===== src/rtl/mram_bus_ctrl.sv =====
// Purpose : bus-timing engine that turns one parallel read/write request into
//           registered, programmable-length strobe sequences on a 16-bit async MRAM.
// Latency : write occupies SETUP+WR_PULSE+RECOVERY+1 edges, read SETUP+RD_ACCESS+RECOVERY+1;
//           read data returns as a one-cycle rsp_valid pulse on leaving READ.
// Backpressure: req_ready drops on accept and rises on return to IDLE; the response
//           channel has none, so the consumer must take rsp_valid when it pulses.
//
// Ports:
//   clk, rst                 clock, synchronous active-high reset
//   req_valid/req_ready      request handshake; req_we, req_addr, req_wdata, req_be payload
//   rsp_valid/rsp_rdata      read response pulse and data (disabled bytes read as 0x00)
//   busy                     high whenever the engine is not IDLE
//   mram_*                   MRAM pins, all driven straight from registers;
//                            mram_dq_oe enables the IOBUF instantiated at the top level

module mram_bus_ctrl #(
    parameter int ADDR_W        = 20,
    parameter int DATA_W        = 16,
    parameter int SETUP_CYC     = 1,
    parameter int WR_PULSE_CYC  = 3,
    parameter int RD_ACCESS_CYC = 4,
    parameter int RECOVERY_CYC  = 1
) (
    input  logic              clk,
    input  logic              rst,
    input  logic              req_valid,
    output logic              req_ready,
    input  logic              req_we,
    input  logic [ADDR_W-1:0] req_addr,
    input  logic [DATA_W-1:0] req_wdata,
    input  logic [1:0]        req_be,
    output logic              rsp_valid,
    output logic [DATA_W-1:0] rsp_rdata,
    output logic              busy,
    output logic [ADDR_W-1:0] mram_addr,
    output logic [DATA_W-1:0] mram_dq_o,
    output logic              mram_dq_oe,
    input  logic [DATA_W-1:0] mram_dq_i,
    output logic              mram_ce_n,
    output logic              mram_we_n,
    output logic              mram_oe_n,
    output logic              mram_lb_n,
    output logic              mram_ub_n
);

    localparam int HALF    = DATA_W / 2;
    localparam int MAX_SW  = (SETUP_CYC > WR_PULSE_CYC) ? SETUP_CYC : WR_PULSE_CYC;
    localparam int MAX_RR  = (RD_ACCESS_CYC > RECOVERY_CYC) ? RD_ACCESS_CYC : RECOVERY_CYC;
    localparam int MAX_CYC = (MAX_SW > MAX_RR) ? MAX_SW : MAX_RR;
    // The counter only ever holds (length - 1), so MAX_CYC-1 must fit.
    localparam int CNT_W   = (MAX_CYC > 1) ? $clog2(MAX_CYC) : 1;

    localparam logic [CNT_W-1:0] SETUP_LD = CNT_W'(SETUP_CYC - 1);
    localparam logic [CNT_W-1:0] WR_LD    = CNT_W'(WR_PULSE_CYC - 1);
    localparam logic [CNT_W-1:0] RD_LD    = CNT_W'(RD_ACCESS_CYC - 1);
    localparam logic [CNT_W-1:0] REC_LD   = CNT_W'(RECOVERY_CYC - 1);

    typedef enum logic [2:0] {
        ST_IDLE,
        ST_SETUP,
        ST_WRITE,
        ST_READ,
        ST_RECOVER
    } state_t;

    state_t             r_state;
    logic [CNT_W-1:0]   r_cnt;
    logic               r_we;
    logic [1:0]         r_be;
    logic               r_req_ready;
    logic               r_rsp_valid;
    logic [DATA_W-1:0]  r_rsp_rdata;
    logic [ADDR_W-1:0]  r_addr;
    logic [DATA_W-1:0]  r_dq_o;
    logic               r_dq_oe;
    logic               r_ce_n;
    logic               r_we_n;
    logic               r_oe_n;
    logic               r_lb_n;
    logic               r_ub_n;

    logic               w_accept;
    logic               w_cnt_done;
    logic [DATA_W-1:0]  w_rd_masked;

    assign w_accept    = req_valid && r_req_ready;
    assign w_cnt_done  = (r_cnt == '0);
    // Bytes that were not enabled are not driven by the MRAM, so force them to zero.
    assign w_rd_masked = {{HALF{r_be[1]}}, {HALF{r_be[0]}}} & mram_dq_i;

    always_ff @(posedge clk) begin
        if (rst) begin
            r_state     <= ST_IDLE;
            r_cnt       <= '0;
            r_we        <= 1'b0;
            r_be        <= 2'b00;
            r_req_ready <= 1'b1;
            r_rsp_valid <= 1'b0;
            r_rsp_rdata <= '0;
            r_addr      <= '0;
            r_dq_o      <= '0;
            r_dq_oe     <= 1'b0;
            r_ce_n      <= 1'b1;
            r_we_n      <= 1'b1;
            r_oe_n      <= 1'b1;
            r_lb_n      <= 1'b1;
            r_ub_n      <= 1'b1;
        end else begin
            // Response is a single-cycle pulse unless re-armed below.
            r_rsp_valid <= 1'b0;

            unique case (r_state)
                ST_IDLE: begin
                    if (w_accept) begin
                        r_req_ready <= 1'b0;
                        r_we        <= req_we;
                        r_be        <= req_be;
                        if (req_be != 2'b00) begin
                            r_state <= ST_SETUP;
                            r_cnt   <= SETUP_LD;
                            r_addr  <= req_addr;
                            r_ce_n  <= 1'b0;
                            r_lb_n  <= !req_be[0];
                            r_ub_n  <= !req_be[1];
                            if (req_we) begin
                                r_dq_o  <= req_wdata;
                                r_dq_oe <= 1'b1;
                            end
                        end else begin
                            // No byte selected: skip the bus cycle entirely and spend a
                            // single RECOVER cycle so req_ready returns one cycle later.
                            r_state <= ST_RECOVER;
                            r_cnt   <= '0;
                            if (!req_we) begin
                                r_rsp_valid <= 1'b1;
                                r_rsp_rdata <= '0;
                            end
                        end
                    end
                end

                ST_SETUP: begin
                    if (w_cnt_done) begin
                        if (r_we) begin
                            r_state <= ST_WRITE;
                            r_cnt   <= WR_LD;
                            r_we_n  <= 1'b0;
                        end else begin
                            r_state <= ST_READ;
                            r_cnt   <= RD_LD;
                            r_oe_n  <= 1'b0;
                        end
                    end else begin
                        r_cnt <= r_cnt - CNT_W'(1);
                    end
                end

                ST_WRITE: begin
                    if (w_cnt_done) begin
                        // Strobes release; address, data and dq_oe stay put for hold time.
                        r_state <= ST_RECOVER;
                        r_cnt   <= REC_LD;
                        r_ce_n  <= 1'b1;
                        r_we_n  <= 1'b1;
                        r_oe_n  <= 1'b1;
                        r_lb_n  <= 1'b1;
                        r_ub_n  <= 1'b1;
                    end else begin
                        r_cnt <= r_cnt - CNT_W'(1);
                    end
                end

                ST_READ: begin
                    if (w_cnt_done) begin
                        // Sample while OE_n is still low on this edge.
                        r_rsp_rdata <= w_rd_masked;
                        r_rsp_valid <= 1'b1;
                        r_state     <= ST_RECOVER;
                        r_cnt       <= REC_LD;
                        r_ce_n      <= 1'b1;
                        r_we_n      <= 1'b1;
                        r_oe_n      <= 1'b1;
                        r_lb_n      <= 1'b1;
                        r_ub_n      <= 1'b1;
                    end else begin
                        r_cnt <= r_cnt - CNT_W'(1);
                    end
                end

                ST_RECOVER: begin
                    if (w_cnt_done) begin
                        r_state     <= ST_IDLE;
                        r_dq_oe     <= 1'b0;
                        r_req_ready <= 1'b1;
                    end else begin
                        r_cnt <= r_cnt - CNT_W'(1);
                    end
                end

                default: begin
                    r_state     <= ST_IDLE;
                    r_cnt       <= '0;
                    r_req_ready <= 1'b1;
                    r_dq_oe     <= 1'b0;
                    r_ce_n      <= 1'b1;
                    r_we_n      <= 1'b1;
                    r_oe_n      <= 1'b1;
                    r_lb_n      <= 1'b1;
                    r_ub_n      <= 1'b1;
                end
            endcase
        end
    end

    assign req_ready  = r_req_ready;
    assign rsp_valid  = r_rsp_valid;
    assign rsp_rdata  = r_rsp_rdata;
    assign busy       = (r_state != ST_IDLE);
    assign mram_addr  = r_addr;
    assign mram_dq_o  = r_dq_o;
    assign mram_dq_oe = r_dq_oe;
    assign mram_ce_n  = r_ce_n;
    assign mram_we_n  = r_we_n;
    assign mram_oe_n  = r_oe_n;
    assign mram_lb_n  = r_lb_n;
    assign mram_ub_n  = r_ub_n;

endmodule


===== config.mk =====
export PLATFORM = sky130hd
export DESIGN_NAME = mram_bus_ctrl
export DESIGN_NICKNAME = d
export VERILOG_FILES = /design/src/rtl/mram_bus_ctrl.sv
export SDC_FILE = /design/constraint.sdc
export NUM_CORES = 1
export LEC_CHECK = 0
export CELL_PAD_IN_SITES_DETAIL_PLACEMENT = 0
export CELL_PAD_IN_SITES_GLOBAL_PLACEMENT = 1
export CORE_MARGIN = 2
export CORE_UTILIZATION = 32
export CTS_CLUSTER_SIZE = 10
export DETAILED_ROUTE_END_ITERATION = 10
export HOLD_SLACK_MARGIN = 0.05
export PLACE_DENSITY = 0.82
export SYNTH_ARGS = -nofsm -noshare
export SYNTH_HDL_FRONTEND = slang
export SYNTH_SLANG_ARGS = --single-unit

===== constraint.sdc =====
create_clock -name clk -period 3.7 [get_ports clk]
set_clock_uncertainty 0.15 [all_clocks]
set_input_delay 0.555 -clock clk [delete_from_list [all_inputs] [get_ports clk]]
set_output_delay 0.555 -clock clk [all_outputs]
set_load 0.03 [all_outputs]

[Yosys cells after proc, flatten, opt, wreduce, memory -nomap -nowiden]
Index checks and enable logic that the tools add are counted.
Storage, ports and cells
  input bits: 58
  output and inout port bits: 61
  flip-flop bits (word level): 68
  logic and storage cells: 105
Operators by class
  reductions and logical operators: 23
  bitwise logic cells: 4
  multiplexer cells: 46
  add/subtract/negate cells: 1
  eq/ne operators: 16
Operators by type and width (number)
  $mux 16: 4
  $pmux 16 s2: 1
  $mux 1: 22
  $ne 2x2->1 const B: 11
  $pmux 1 s3: 7
  $reduce_and 4->1: 5
  $and 16x16->16: 1
  $mux 3: 5
  $pmux 3 s4: 1
  $reduce_and 5->1: 2
  $mux 2: 4
  $pmux 2 s4: 1
  $eq 3x2->1 const B: 2
  $reduce_and 3->1: 2
  $reduce_or 2->1: 3
  $reduce_and 2->1: 2
  $reduce_bool 2->1: 2
  $eq 3x1->1 const B: 1
  $eq 3x3->1 const B: 1
  $logic_not 3->1: 1
  $not 1->1: 3
  $reduce_bool 3->1: 1
  $reduce_or 3->1: 1
  $logic_not 1->1: 2
  other kinds (5): 5

[Longest topological paths before layout]
Gate-level depths: netlist of run 1.
  word-level depth: 4
  depth in mapped cells: 9
  gate-level depth less buffers: 6

[Least setup slack after synthesis of run 1]
Ideal clock, no wire load.
  kind: register to register
  start point: register r_cnt[0]
  end point: register r_rsp_rdata[0] (netlist: rsp_rdata[0])
  required time: 3.433 ns
  period minus slack after synthesis: 1.822 ns
  arrival time: 1.555 ns
  cell stages (with the launch flop): 10
  slack: 1.878 ns
  library setup time: 0.117 ns
  buffers on the path: 3
  cell sequence: dfxtp_1 -> inv_1 -> ha_1 -> clkbuf_1 -> nand3_1 -> o41ai_4 -> and3_1 -> buf_2 -> buf_6 -> o21ai_1
On the way
  cells in the longest elaborated chain, start to end: 3
RTL lines
  start: declaration: line 67  | logic [CNT_W-1:0] r_cnt;
  start signal: assignment: line 154  | r_cnt <= r_cnt - CNT_W'(1);
  start signal: assignment: line 169  | r_cnt <= r_cnt - CNT_W'(1);
  start signal: assignment: line 186  | r_cnt <= r_cnt - CNT_W'(1);
  $logic_not 2->1: line 87  | assign w_cnt_done = (r_cnt == '0);
  $ne 2x2->1 (no line)
  $reduce_and 5->1 (no line)
  end signal: assignment: line 176  | r_rsp_rdata <= w_rd_masked;
  end: declaration: line 72  | logic [DATA_W-1:0] r_rsp_rdata;
Every way passes these cells.
A chain may end at the register's enable or synchronous reset.

[Worst setup path in the final report of run 1]
  start point: register r_state[1]
  end point: output port busy
On the way
  cells in the longest elaborated chain, start to end: 1
RTL lines
  start: declaration: line 66  | state_t r_state;
  start signal: assignment: line 93  | r_state <= ST_IDLE;
  start signal: assignment: line 119  | r_state <= ST_SETUP;
  start signal: assignment: line 132  | r_state <= ST_RECOVER;
  $reduce_bool 3->1: line 218  | assign busy = (r_state != ST_IDLE);
  end: declaration: line 34  | output logic busy,
Every way passes these cells.

==> flow_metrics.tcl, run 1 <==
set metrics [dict create \
    holdBufCountCts 0 \
    ir_drop_mv 0.221 \
    hp-class "flop to flop" \
    setup_viol 0 \
    clk_latency_ns 0.33 \
    synth_cell_types 37 \
    synth_enable_flop_cells 0 \
    crit_path_cell_trace "or3_1 > clkdlybuf4s50_1" \
    cp_data_required_time_ns 2.99 \
    clockBufferDepth 2 \
    tightest_slew_ns 0.622 \
    postSynth.asyncResetShare_pct 0 \
    grt_pass1_vias 2494 \
    vias_per_cell 4.77 \
    cpPeakStageDelay_ns 0.74 \
    clk_pin_slew_ns 0.08 \
    synth_area_mm2 0.00271 \
    cp.arrival_ns 2.10 \
    fin_nets 500 \
    ios 119 \
    final_hold_viol_count 0 \
    synth-main-ff-cell "dfxtp_1" \
    dp_hpwl_um 5350 \
    critPathKind "flop to output port" \
    totalWireLength_um 7510 \
    cts_root_buf "clkbuf_8" \
    period_minus_slack_ns 2.81 \
    ant_nets 0 \
    tritoncts "yes" \
    drtIter0Drc 84 \
    via_count 2619 \
    portBuffers 118 \
    wl_per_cell_um 13.7 \
    synth_nets 392 \
    rsz0062_at_grt "no" \
    fmax_mhz 356 \
    cts-resized-gates 0 \
    hold_slack_ns 0.300 \
    synthCells 331 \
    track_usage_pct 16.6 \
    diodes 0 \
    cts_setup_buffers 0 \
    power_leakage_nw 1.48 \
    grt_antenna_before_repair 0 \
    die_h_um 96.0 \
    start_util_pct 33.0 \
    cts_made_buffers 9 \
    drv_cap 0 \
    tns_ns 0 \
    core-area_mm2 0.00822 \
    r2r_slack_ns 1.37 \
    drc 0 \
    htree_levels 3 \
    synth_area_per_cell_um2 8.18 \
    synth-seq-cells 68 \
    ys_warn_count 0 \
    relSlewSlack_pct 58.4 \
    crit_path_start_kind "flop" \
    fp.dieW_um 96.0 \
    power.density_mw_per_mm2 482 \
    drive_gt1_share_pct 6.08 \
    synth_seq_area_share_pct 50.3 \
    row_count 33 \
    die-area_mm2 0.00921 \
    grt_max_degree 57 \
    finalCritPeriodShare_pct 75.8 \
    cts_sinks 68 \
    status "completed" \
    crit_path_top_delay_cell "clkdlybuf4s50_1" \
    finalMaxSlewViolations 0 \
    grt.overflow.total 0 \
    gp_congestion 0.775 \
    endpoint_kind "output port" \
    syn2layout_area_growth_pct 53.0 \
    first_pass_iters 4 \
    grt_pass1_wl_um 12000 \
    crit_fanout 16 \
]
stage by stage:
stage                     setup WS (ns)  power (mW)  utilization (%)  instance area [µm²]  cells
after CTS                         0.900        2.02             50.4                 4140    549
after global placement             1.04        1.32             47.7                 3920    533
after floorplan                    1.88        1.13                -                 2710    331
after global routing              0.792        2.10             50.4                 4140    549
final                             0.895        2.00             50.4                 4140    549
after detailed placement          0.910        1.33             47.7                 3920    533
layout make-up:
type / count / area, µm²
Clock buffer: 10 / 138
Clock inverter: 6 / 87.6
Fill cell: 792 / 4070
Inverter: 4 / 15.0
Multi-Input combinational cell: 235 / 1210
Sequential cell: 68 / 1360
Tap cell: 105 / 131
Timing Repair Buffer: 121 / 1200
critical path: cells and delay by family, from the launching register on:
kind / cells / cell delay [ns]
buffers and inverters: 1 / 0.74
flip-flops: 1 / 0.64
AND/OR/NAND/NOR: 1 / 0.38
where the power goes:
part	internal [mW]	switching (mW)	leakage [nW]	total [mW]
combinational	0.208	0.273	0.811	0.480
clock	0.398	0.289	0.116	0.687
sequential	0.786	0.0428	0.553	0.829
cells by family (layout without fill, tap and decap cells):
logic type               Yosys count  count (layout)  share of synthesized area [%]
AND/OR/NAND/NOR                  152             152                           26.1
AO/OA/AOI/OAI                     79              79                           16.8
flip-flops                        68              68                           50.3
buffers and inverters             28             141                           5.08
adder cells (fa/ha/maj)            3               3                           1.39
multiplexers                       1               1                          0.370
worst paths after layout:
| kind | start | cells past startpoint | end |
|---|---|---|---|
| worst max-delay path | r_state[1]$_SDFFE_PP0P_ | 2 | busy |
| worst min-delay path | mram_ce_n$_SDFFE_PP1P_ | 2 | mram_ce_n$_SDFFE_PP1P_ |
| worst max register to register | r_cnt[0]$_SDFFE_PP0P_ | 7 | rsp_rdata[10]$_SDFFE_PP0P_ |
| worst min register to register | mram_ce_n$_SDFFE_PP1P_ | 2 | mram_ce_n$_SDFFE_PP1P_ |
registers in the layout (all words and copies together) (netlist names), 2 cells and up:
| name | count |
|---|---|
| mram_addr | 20 |
| mram_dq_o | 16 |
| rsp_rdata | 16 |
| r_state | 3 |
| r_be | 2 |
| r_cnt | 2 |
per-layer routing:
metal  up-vias  part of all wire, %  wire [µm]  track usage (%)
met2        99                   47       3510             26.8
met4         0                  1.2         87             5.95
met1      1193                   46       3420             21.5
li1       1320                    -          -                -
met3         7                  6.7        500             3.84
met5         -                    0          0                0
cell usage in the layout (no fill, tap or decap), types with 2 or more instances in the layout:
cell / Yosys / routed
clkinv_2: 0 / 2
or2_2: 3 / 3
nand2_1: 82 / 82
clkinv_4: 0 / 2
o21a_1: 2 / 2
clkdlybuf4s50_1: 0 / 117
nor2b_1: 3 / 3
or3_1: 2 / 2
nand3_1: 17 / 17
o21ai_1: 10 / 10
a21oi_1: 41 / 41
inv_1: 4 / 4
ha_1: 3 / 3
o21ai_0: 14 / 14
and4_1: 2 / 2
nand2b_1: 20 / 20
bufinv_16: 0 / 2
nor3_1: 6 / 6
dfxtp_1: 68 / 68
nor2_1: 12 / 11
buf_4: 1 / 3
o211ai_1: 3 / 3
clkbuf_8: 0 / 10
synthesized netlist by cell type, types with 2 or more instances:
library cell | n | area [µm²]
nand2_1 | 82 | 308
o211ai_1 | 3 | 22.5
dfxtp_1 | 68 | 1360
clkbuf_1 | 14 | 52.6
or2_2 | 3 | 18.8
o21a_1 | 2 | 15.0
ha_1 | 3 | 37.5
nand2b_1 | 20 | 125
nor3_1 | 6 | 30.0
a21oi_1 | 41 | 205
o21ai_0 | 14 | 70.1
buf_6 | 3 | 33.8
nor2b_1 | 3 | 18.8
buf_2 | 5 | 25.0
or3_1 | 2 | 12.5
inv_1 | 4 | 15.0
o21ai_1 | 10 | 50.1
nand3_1 | 17 | 85.1
and4_1 | 2 | 17.5
nor2_1 | 12 | 45.0
Note: power is estimated with default switching activity, not from simulation.
==> inputs of run 2 (changes only) <==
--- a/config.mk
+++ b/config.mk
@@ -8,11 +8,11 @@
 export CELL_PAD_IN_SITES_DETAIL_PLACEMENT = 0
 export CELL_PAD_IN_SITES_GLOBAL_PLACEMENT = 1
 export CORE_MARGIN = 2
-export CORE_UTILIZATION = 32
+export CORE_UTILIZATION = 29
 export CTS_CLUSTER_SIZE = 10
 export DETAILED_ROUTE_END_ITERATION = 10
 export HOLD_SLACK_MARGIN = 0.05
-export PLACE_DENSITY = 0.82
+export PLACE_DENSITY = 0.75
 export SYNTH_ARGS = -nofsm -noshare
 export SYNTH_HDL_FRONTEND = slang
 export SYNTH_SLANG_ARGS = --single-unit
==> constraint.sdc (replaced) <==
create_clock -name clk -period 2.64 [get_ports clk]
set_clock_uncertainty 0.15 [all_clocks]
set_input_delay 0.396 -clock clk [delete_from_list [all_inputs] [get_ports clk]]
set_output_delay 0.396 -clock clk [all_outputs]
set_load 0.03 [all_outputs]
==> flow_metrics.tcl, run 2 (synthesis gave the netlist of run 1 again) <==
set metrics [dict create \
    period_minus_slack_ns 2.36 \
    final_area_mm2 0.00423 \
    start_util_pct 29.6 \
    fmax_mhz 424 \
    totalWireLength_um 7620 \
    grt_antenna_before_repair 0 \
    final_cell_mix "clkdlybuf4s50_1, nand2_1, dfxtp_1, a21oi_1, nand2b_1" \
    status "completed" \
    crit_fanout 12 \
    grt_max_degree 70 \
    drc 0 \
    first_pass_iters 4 \
    tritoncts "yes" \
    fillers 924 \
    power_leakage_nw 1.53 \
    vias_per_cell 4.64 \
    track_usage_pct 14.9 \
    layout_commonest_cell "clkdlybuf4s50_1" \
    row_count 35 \
    largest_register_ffs 20 \
    htree_levels 3 \
    cp_data_required_time_ns 2.09 \
    hold_slack_ns 0.294 \
    wl_per_cell_um 13.5 \
    cts-resized-gates 0 \
    cts_root_buf "clkbuf_8" \
    met2_length_um 3630 \
    drive_gt1_share_pct 7.52 \
    r2r_slack_ns 0.52 \
    finalMaxSlewViolations 0 \
    holdBufCountCts 0 \
    ios 119 \
    gp_congestion 0.811 \
    core-area_mm2 0.00915 \
    power.density_mw_per_mm2 682 \
    dp_hpwl_um 5410 \
    cts_made_buffers 9 \
    setup_viol 0 \
    tns_ns 0 \
    wl_met1_um 3360 \
    cts_sinks 68 \
    finalCritPeriodShare_pct 89.3 \
    drtIter0Drc 58 \
    ir_drop_mv 0.356 \
    clk_pin_slew_ns 0.07 \
    top_layer "met4" \
    final_hold_viol_count 0 \
    tightest_slew_ns 0.665 \
    wl_met3_um 502 \
    ant_nets 0 \
    multiInputGateArea_mm2 0.00121 \
    hp-class "primary input to flop" \
    die-area_mm2 0.0101 \
    grt_pass1_vias 2500 \
    grt_pass1_wl_um 12100 \
    fin_nets 508 \
    rsz0062_at_grt "no" \
    regArea_mm2 0.00136 \
    relSlewSlack_pct 55.7 \
    die_h_um 101 \
    drv_cap 0 \
    syn2layout_area_growth_pct 56.1 \
    cp.arrival_ns 1.81 \
    critPathKind "flop to output port" \
    grt.overflow.total 0 \
    clk_latency_ns 0.33 \
    diodes 0 \
    post_dp_cell_area_mm2 0.00399 \
    fp.dieW_um 101 \
    clockBufferDepth 2 \
    via_count 2611 \
    portBuffers 118 \
    crit_path_start_kind "flop" \
    cts_setup_buffers 0 \
    endpoint_kind "output port" \
]
[run 2: routing by layer]
layer / vias to the layer above / track usage, %
li1: 1342 / -
met1: 1186 / 18.9
met2: 72 / 24.0
met3: 11 / 4.92
met4: 0 / 4.85
met5: - / 0
[run 2: metrics by stage]
stage | utilization [%] | cells | setup WS (ns) | total power [mW]
final | 46.2 | 563 | 0.283 | 2.88
after global routing | 46.2 | 563 | 0.182 | 3.05
after CTS | 46.2 | 563 | 0.262 | 2.92
after detailed placement | 43.5 | 547 | 0.371 | 1.88
after global placement | 43.5 | 547 | 0.385 | 1.88
after floorplan | - | 331 | 0.818 | 1.59
[run 2: area by class of cell]
type                            instances  area share [%]
Clock inverter                          6            2.67
Tap cell                              111            3.29
Sequential cell                        68            32.2
Multi-Input combinational cell        235            28.7
Inverter                                4           0.355
Timing Repair Buffer                  129            29.8
Clock buffer                           10            3.02
[run 2: power breakdown]
| part | internal, mW | total, mW | leakage [nW] | switching (mW) |
|---|---|---|---|---|
| combinational | 0.309 | 0.705 | 0.853 | 0.396 |
| clock | 0.630 | 1.03 | 0.120 | 0.398 |
| sequential | 1.10 | 1.15 | 0.553 | 0.0489 |
| total | 2.04 | 2.88 | 1.53 | 0.843 |
[run 2: final timing paths]
check                           cells after the start                   endpoint                     from
worst max-delay path                                2                       busy  r_state[0]$_SDFFE_PP0P_
worst min-delay path                                4    r_state[2]$_SDFFE_PP0P_                      rst
worst max register to register                      5  mram_dq_o[1]$_SDFFE_PP0P_  r_state[0]$_SDFFE_PP0P_
worst min register to register                      2       r_be[0]$_SDFFE_PP0P_     r_be[0]$_SDFFE_PP0P_
[run 2: critical path: stages (launching register included)]
cell             delay (ns)
dfxtp_1                0.43
or3_1                  0.41
clkdlybuf4s50_1        0.63
